===== src/rtl/one_wire_rom_collector.sv =====
// Assembles a NUM_BYTES frame from the 1-Wire RX byte stream and checks it with the
// Dallas/Maxim CRC-8. A bus reset, a clear request or an inter-byte timeout aborts the frame.
module one_wire_rom_collector #(
  parameter int NUM_BYTES      = 8,
  parameter int TIMEOUT_CYCLES = 1000000
) (
  input  logic                           clk,
  input  logic                           rst,
  input  logic                           rx_valid,
  input  logic [7:0]                     rx_byte,
  input  logic                           presence_detect,
  input  logic                           clear,
  output logic [NUM_BYTES*8-1:0]         rom_id,
  output logic [7:0]                     family_code,
  output logic [$clog2(NUM_BYTES+1)-1:0] byte_cnt,
  output logic                           id_valid,
  output logic                           frame_done,
  output logic                           crc_ok,
  output logic                           timeout
);

  localparam int CW = $clog2(NUM_BYTES+1);
  localparam int GW = (TIMEOUT_CYCLES > 1) ? $clog2(TIMEOUT_CYCLES) : 1;
  localparam logic [CW-1:0] LAST    = CW'(NUM_BYTES-1);
  localparam logic [GW-1:0] GAP_MAX = GW'((TIMEOUT_CYCLES > 0) ? TIMEOUT_CYCLES-1 : 0);

  typedef enum logic [1:0] {IDLE, COLLECT, DONE} state_t;

  state_t                 state_q, state_d;
  logic [NUM_BYTES*8-1:0] rom_q, rom_d;
  logic [CW-1:0]          cnt_q, cnt_d;
  logic [7:0]             crc_q, crc_d, crc_nxt;
  logic [GW-1:0]          gap_q, gap_d;
  logic                   pres_q;
  logic                   id_valid_q, id_valid_d;
  logic                   done_q, done_d;
  logic                   ok_q, ok_d;
  logic                   to_q, to_d;
  logic                   pres_rise;

  // Whole byte per cycle, LSB first, reflected polynomial x^8+x^5+x^4+1.
  function automatic logic [7:0] crc8_byte(input logic [7:0] c_in, input logic [7:0] b);
    logic [7:0] c;
    logic       fb;
    c = c_in;
    for (int i = 0; i < 8; i++) begin
      fb = c[0] ^ b[i];
      c  = c >> 1;
      if (fb) c = c ^ 8'h8C;
    end
    return c;
  endfunction

  always_comb begin
    pres_rise  = presence_detect & ~pres_q;
    state_d    = state_q;
    rom_d      = rom_q;
    cnt_d      = cnt_q;
    crc_d      = crc_q;
    gap_d      = gap_q;
    done_d     = done_q;
    ok_d       = ok_q;
    id_valid_d = 1'b0;
    to_d       = 1'b0;
    // A new frame always seeds the CRC from zero.
    crc_nxt    = crc8_byte((state_q == COLLECT) ? crc_q : 8'h00, rx_byte);

    if (clear || pres_rise) begin
      state_d = IDLE;
      rom_d   = '0;
      cnt_d   = '0;
      crc_d   = 8'h00;
      gap_d   = '0;
      done_d  = 1'b0;
      ok_d    = 1'b0;
    end else begin
      case (state_q)
        IDLE, DONE: begin
          if (rx_valid) begin
            rom_d[7:0] = rx_byte;
            crc_d      = crc_nxt;
            cnt_d      = CW'(1);
            gap_d      = '0;
            done_d     = 1'b0;
            ok_d       = 1'b0;
            state_d    = COLLECT;
          end
        end
        COLLECT: begin
          if (rx_valid) begin
            for (int k = 0; k < NUM_BYTES; k++)
              if (cnt_q == CW'(k)) rom_d[k*8 +: 8] = rx_byte;
            crc_d = crc_nxt;
            gap_d = '0;
            cnt_d = cnt_q + 1'b1;
            if (cnt_q == LAST) begin
              state_d    = DONE;
              id_valid_d = 1'b1;
              done_d     = 1'b1;
              ok_d       = (crc_nxt == 8'h00);
            end
          end else if (TIMEOUT_CYCLES != 0) begin
            // Partial bytes stay visible on rom_id after a timeout.
            if (gap_q == GAP_MAX) begin
              to_d    = 1'b1;
              state_d = IDLE;
              cnt_d   = '0;
              crc_d   = 8'h00;
              gap_d   = '0;
            end else begin
              gap_d = gap_q + 1'b1;
            end
          end
        end
        default: state_d = IDLE;
      endcase
    end
  end

  always_ff @(posedge clk or posedge rst) begin
    if (rst) begin
      state_q    <= IDLE;
      rom_q      <= '0;
      cnt_q      <= '0;
      crc_q      <= 8'h00;
      gap_q      <= '0;
      pres_q     <= 1'b0;
      id_valid_q <= 1'b0;
      done_q     <= 1'b0;
      ok_q       <= 1'b0;
      to_q       <= 1'b0;
    end else begin
      state_q    <= state_d;
      rom_q      <= rom_d;
      cnt_q      <= cnt_d;
      crc_q      <= crc_d;
      gap_q      <= gap_d;
      pres_q     <= presence_detect;
      id_valid_q <= id_valid_d;
      done_q     <= done_d;
      ok_q       <= ok_d;
      to_q       <= to_d;
    end
  end

  assign rom_id      = rom_q;
  assign family_code = rom_q[7:0];
  assign byte_cnt    = cnt_q;
  assign id_valid    = id_valid_q;
  assign frame_done  = done_q;
  assign crc_ok      = ok_q;
  assign timeout     = to_q;

endmodule


===== config.mk =====
export PLATFORM = sky130hd
export DESIGN_NAME = one_wire_rom_collector
export DESIGN_NICKNAME = d
export VERILOG_FILES = /design/src/rtl/one_wire_rom_collector.sv
export SDC_FILE = /design/constraint.sdc
export NUM_CORES = 1
export LEC_CHECK = 0
export BUFFER_PORTS_ARGS = -buffer_cell sky130_fd_sc_hd__buf_2
export CELL_PAD_IN_SITES_DETAIL_PLACEMENT = 2
export CELL_PAD_IN_SITES_GLOBAL_PLACEMENT = 2
export CORE_MARGIN = 2
export CORE_UTILIZATION = 31
export CTS_CLUSTER_DIAMETER = 100
export CTS_CLUSTER_SIZE = 30
export DETAILED_ROUTE_END_ITERATION = 7
export GPL_ROUTABILITY_DRIVEN = 1
export GPL_TIMING_DRIVEN = 0
export HOLD_SLACK_MARGIN = 0.05
export PLACE_DENSITY_LB_ADDON = 0.1
export SKIP_LAST_GASP = 1
export SLEW_MARGIN = 20
export SYNTH_ARGS = -nofsm -noshare
export SYNTH_HDL_FRONTEND = slang
export SYNTH_SLANG_ARGS = --single-unit

===== constraint.sdc =====
create_clock -name clk -period 2.9 [get_ports clk]
set_clock_uncertainty 0.1 [all_clocks]
set_input_delay 0.29 -clock clk [delete_from_list [all_inputs] [get_ports clk]]
set_output_delay 0.29 -clock clk [all_outputs]
set_load 0.02 [all_outputs]

==> Yosys cells after proc, flatten, opt, wreduce, memory -nomap -nowiden <==
Cells that the tools add are included.
{ "totals": {"regBits": 103, "inputBits": 13, "out_inout_bits": 80} }
{ "op_classes": {"addsub": 2, "n_eq_ne": 16, "muxes": 60, "n_bitwise": 18, "n_reduce_logical": 27} }
{ "ops": {"columns": ["operator", "count"], "rows": [
  ["$mux W8", 22],
  ["$mux W64", 2],
  ["$mux W20", 4],
  ["$mux W56", 1],
  ["$pmux W20 S2", 1],
  ["$pmux W8 S2", 2],
  ["$reduce_and A3 Y1", 9],
  ["$not A2 Y3", 8],
  ["$add A20 B1 Y20 const B", 1],
  ["$eq A20 B20 Y1 const B", 1],
  ["$reduce_bool A2 Y1", 9],
  ["$eq A4 B3 Y1 const B", 4],
  ["$mux W4", 4],
  ["$mux W1", 15],
  ["$mux W2", 5],
  ["$eq A4 B2 Y1 const B", 2],
  ["$logic_not A8 Y1", 1],
  ["$ne A4 B2 Y1 const B", 2],
  ["$pmux W4 S2", 1],
  ["$reduce_and A4 Y1", 2],
  ["$xor A1 B1 Y1", 8],
  ["$ne A3 B1 Y1 const B", 2],
  ["$add A4 B1 Y4 const B", 1],
  ["$eq A4 B1 Y1 const B", 1],
  ["other kinds (14)", 15]
]} }

==> Longest topological paths before layout <==
{ "depth": {"depth_word": 23, "depth_mapped": 8, "ltp_nobuf": 7} }

==> Worst setup path before layout <==
No wires, ideal clock.
{ "synth_timing": {"kind": "register to register", "startpoint": "register cnt_q[0] (netlist: byte_cnt[0])", "endpoint": "register rom_q[0] (netlist: rom_id[0])", "setup_ns": 0.132, "arrival_ns": 1.829, "setup_slack_ns": 0.839, "stages_incl_launch_ff": 9, "n_path_buf": 1, "period_less_slack_ns": 2.061, "path_cell_list": "dfrtp_1 -> inv_1 -> ha_1 -> clkbuf_1 -> inv_1 -> o41ai_1 -> nand2_1 -> mux2i_1 -> nor2_1"} }
{ "synth_via": {"elab_chain_len": 3} }
{ "synth_lines": {"columns": ["item", "line_no", "source"], "rows": [
  ["start: declaration", "31", "logic [CW-1:0] cnt_q, cnt_d;"],
  ["start signal: assignment", "135", "cnt_q <= cnt_d;"],
  ["$logic_not A4 Y1", "92", "if (cnt_q == CW'(k)) rom_d[k*8 +: 8] = rx_byte;"],
  ["$ne A3 B1 Y1 (no source line)", null, null],
  ["$reduce_and A4 Y1 (no source line)", null, null],
  ["end signal: assignment", "134", "rom_q <= rom_d;"],
  ["end: declaration", "30", "logic [NUM_BYTES*8-1:0] rom_q, rom_d;"]
]} }
No other way between the ends.
A chain may end at the register's enable or synchronous reset.

==> Worst setup path in the final report <==
{ "layout_timing": {"startpoint": "register cnt_q[0] (netlist: byte_cnt[0])", "endpoint": "register rom_q[7] (netlist: rom_id[7])"} }
Same word-level chain as after synthesis.

==> results.toml <==
[run_status]
outcome = "finished, final reports clean"

[clock_network]
clk-insertion-delay-late_ns = 0.35
worst_path_clk_slew_ns = 0.08
cts-resized-gates = 0
cts_hold_buffers = 2
clock_tree.buffer_depth = 2
cts_tree = "built"
ctsHtreeMaxLevel = 3
cts.sinks = 103
clk_root_buffer_cell = "clkbuf_16"
cts_buf_count = 9
setup_bufs_post_cts = 0

[logic_synthesis]
postSynth.asyncResetShare = 1.00
synth_top_cells_by_count = "dfrtp_1 (103), nand2_1 (82), nand3_1 (59)"
netlist.area_leader.share = 0.511
synth_most_common_cell = "dfrtp_1"
synthesis.area_per_instance_um2 = 9.61
synth_area_leaders = "dfrtp_1 (51%), nand2_1 (6.1%), nand3_1 (5.9%)"
synth_sequential_area_ratio = 0.511
synthesis.yosys.warnings = 0
synth_edf_count = 0
syn-instance-count = 525
synth_fp_nets = 543
syn-cell-area_um2 = 5050
synth_top_flop_cell = "dfrtp_1"
synth_area_leader_cell = "dfrtp_1"
yosys_register_bits = 103
netlist-cell-type-count = 54

[timing]
timing.final.max_slew_violations = 0
whs_ns = 0.177
grt_setup_unrepaired = "false"
setup_viol = 0
period_needed_ns = 2.57
final.period_utilization = 0.886
setup-tns-final_ns = 0
fmax_mhz = 389
worstMarginPinSlew_ns = 0.730
final-hold-violation-count = 0
slew-limit-headroom = 0.514

[worst_setup_path]
path_max_fanout = 10
slowest_delay_ns = 0.43
timing.critical_path.required_ns = 3.02
crit_chain = "inv_1, ha_1, clkbuf_1, inv_1, o41ai_1, nand2_1, mux2i_1, nor2_1"
reg2regPathDepth = 8
worst_setup_path_start_kind = "register"
timing.critical_path.slowest_stage_cell = "dfrtp_1"
timing.critical_path.mode_cell = "inv_1"
setup.worst_path.end_class = "register"
cp.arrival_ns = 2.69
critical_path_class = "reg -> reg"

[route]
routed_wl_um = 16700
detail_route.wl_per_cell_um = 19.7
drt_first_pass_iters = 6
remaining_drc_errors = 0
antenna_left = 0
detail_route.iter0.violations = 157
route.vias.total = 4294
vias_per_cell = 5.08

[worst_hold_path]
hold_class = "in -> reg"
timing.hold.worst_path_depth = 3

[floorplan]
die_y_um = 132
chipWidth_um = 132
floorplan.initialDensity = 0.318
floorplan.core_area_um2 = 15900
std_cell_rows = 46
io_pins = 93
die-area_um2 = 17300

[layout]
design.final.nets = 643
area_growth_syn_to_layout_pct = 21.5
drive_gt1_frac = 0.235
final.fill_count = 1789
stdcell_area_um2 = 6130
antenna_cells = 0

[flow_run]
maxCapViolations = 0

[global_routing]
gr-usage-all-layers = 0.201
grt_start_max_net_pins = 32
grt_pass1_vias = 4704
grt_antenna_before_repair = 0
gr-total-overflow = 0
wire_length_of_the_first_global_routing_pass_um = 27400

[placement]
place.port_buffers = 84
dp.final_hpwl_um = 12200
postPlaceCellArea_um2 = 5810
placer_s_final_routability_congestion_estimate = 0.756

[power]
ir_worst_vdd_uv = 268
power.leakage_nw = 2.84
powerDensity_nw_per_um2 = 513
==> stage by stage <==
stage	total power [W]	worst slack [ns]	utilization	instances
CTS	0.00320	0.274	0.386	846
finish	0.00314	0.329	0.386	846
detailed placement	0.00191	0.293	0.366	828
global route	0.00329	0.0532	0.386	846
floorplan	0.00178	0.839	-	525
global placement	0.00188	0.252	0.361	825
==> sequential cells by signal, indices dropped and copies added (netlist names) <==
signal      cells
rom_id         64
gap_q          20
crc_q           8
byte_cnt        4
state_q         2
crc_ok          1
frame_done      1
id_valid        1
pres_q          1
timeout         1
==> cell type report <==
type / instances / area (µm²) / share of cell area
plain buffers: 42 / 245 / 0.0400
clock buffers: 12 / 246 / 0.0402
clock inverters: 4 / 55.1 / 0.00898
inverters: 8 / 33.8 / 0.00551
multi-input cells: 372 / 2190 / 0.358
flip-flops and latches: 103 / 2580 / 0.420
well taps: 216 / 270 / 0.0441
repair buffers: 89 / 508 / 0.0829
==> layout by cell type, fill, tap and decap left out, drive strengths merged, types with 2 or more instances in the layout <==
cell / count
o41ai: 3
o21bai: 2
ha: 5
nand2b: 2
clkbuf: 27
mux2i: 9
a21oi: 55
buf: 114
nand3: 59
o31ai: 6
nor2: 36
nand2: 83
nor2b: 5
a22o: 8
xor2: 15
inv: 7
dfrtp: 103
and3: 6
o21ai: 21
xnor2: 20
nor4: 2
dlygate4sd3: 2
nor4bb: 2
nand4: 6
or2: 2
clkinv: 2
clkinvlp: 2
a211o: 2
and2: 2
nor3: 9
==> power breakdown <==
| part | internal, W | total (W) | switching (W) |
|---|---|---|---|
| Combinational | 0.000136 | 0.000393 | 0.000257 |
| Clock | 0.000698 | 0.00127 | 0.000570 |
| Sequential | 0.00146 | 0.00148 | 0.0000237 |
| Total | 0.00229 | 0.00314 | 0.000851 |
==> path summary, 6_finish.rpt <==
| kind | slack (ns) | to | from |
|---|---|---|---|
| min | 0.18 | state_q[0]$_DFFE_PP0P_ | rx_valid |
| min reg2reg | 0.40 | rom_id[61]$_DFFE_PP0P_ | rom_id[61]$_DFFE_PP0P_ |
| max reg2reg | 0.33 | rom_id[7]$_DFFE_PP0P_ | byte_cnt[0]$_DFFE_PP0P_ |
| max in group asynchronous | 1.46 | gap_q[10]$_DFFE_PP0P_ | rst |
| min in group asynchronous | 0.46 | rom_id[18]$_DFFE_PP0P_ | rst |
| max | 0.33 | rom_id[7]$_DFFE_PP0P_ | byte_cnt[0]$_DFFE_PP0P_ |
==> cell families (layout without fill, tap and decap cells) <==
kind of cell    after synthesis  count (layout)  share of synthesized area
simple gates                221             221                      0.215
flops                       103             103                      0.511
compound gates              102             102                      0.124
buf+inv                      50             155                     0.0545
xor+xnor                     35              35                     0.0652
mux                           9               9                     0.0179
fa+ha+maj                     5               5                     0.0124
==> critical path, delay by kind of cell, from the launching register on <==
kind | cells | cell delay [ns]
buf+inv | 3 | 0.66
simple gates | 2 | 0.45
mux | 1 | 0.28
compound gates | 1 | 0.35
flops | 1 | 0.43
fa+ha+maj | 1 | 0.17
==> metal layers <==
| metal | part of all wire | track usage | wire length (µm) | vias up |
|---|---|---|---|---|
| li1 | - | - | - | 1995 |
| met1 | 0.47 | 0.275 | 7930 | 2216 |
| met2 | 0.48 | 0.334 | 8080 | 71 |
| met3 | 0.031 | 0.0328 | 512 | 12 |
| met4 | 0.010 | 0.0507 | 169 | 0 |
| met5 | 0 | 0 | 0 | - |
Power figures use the tool's default switching activity.
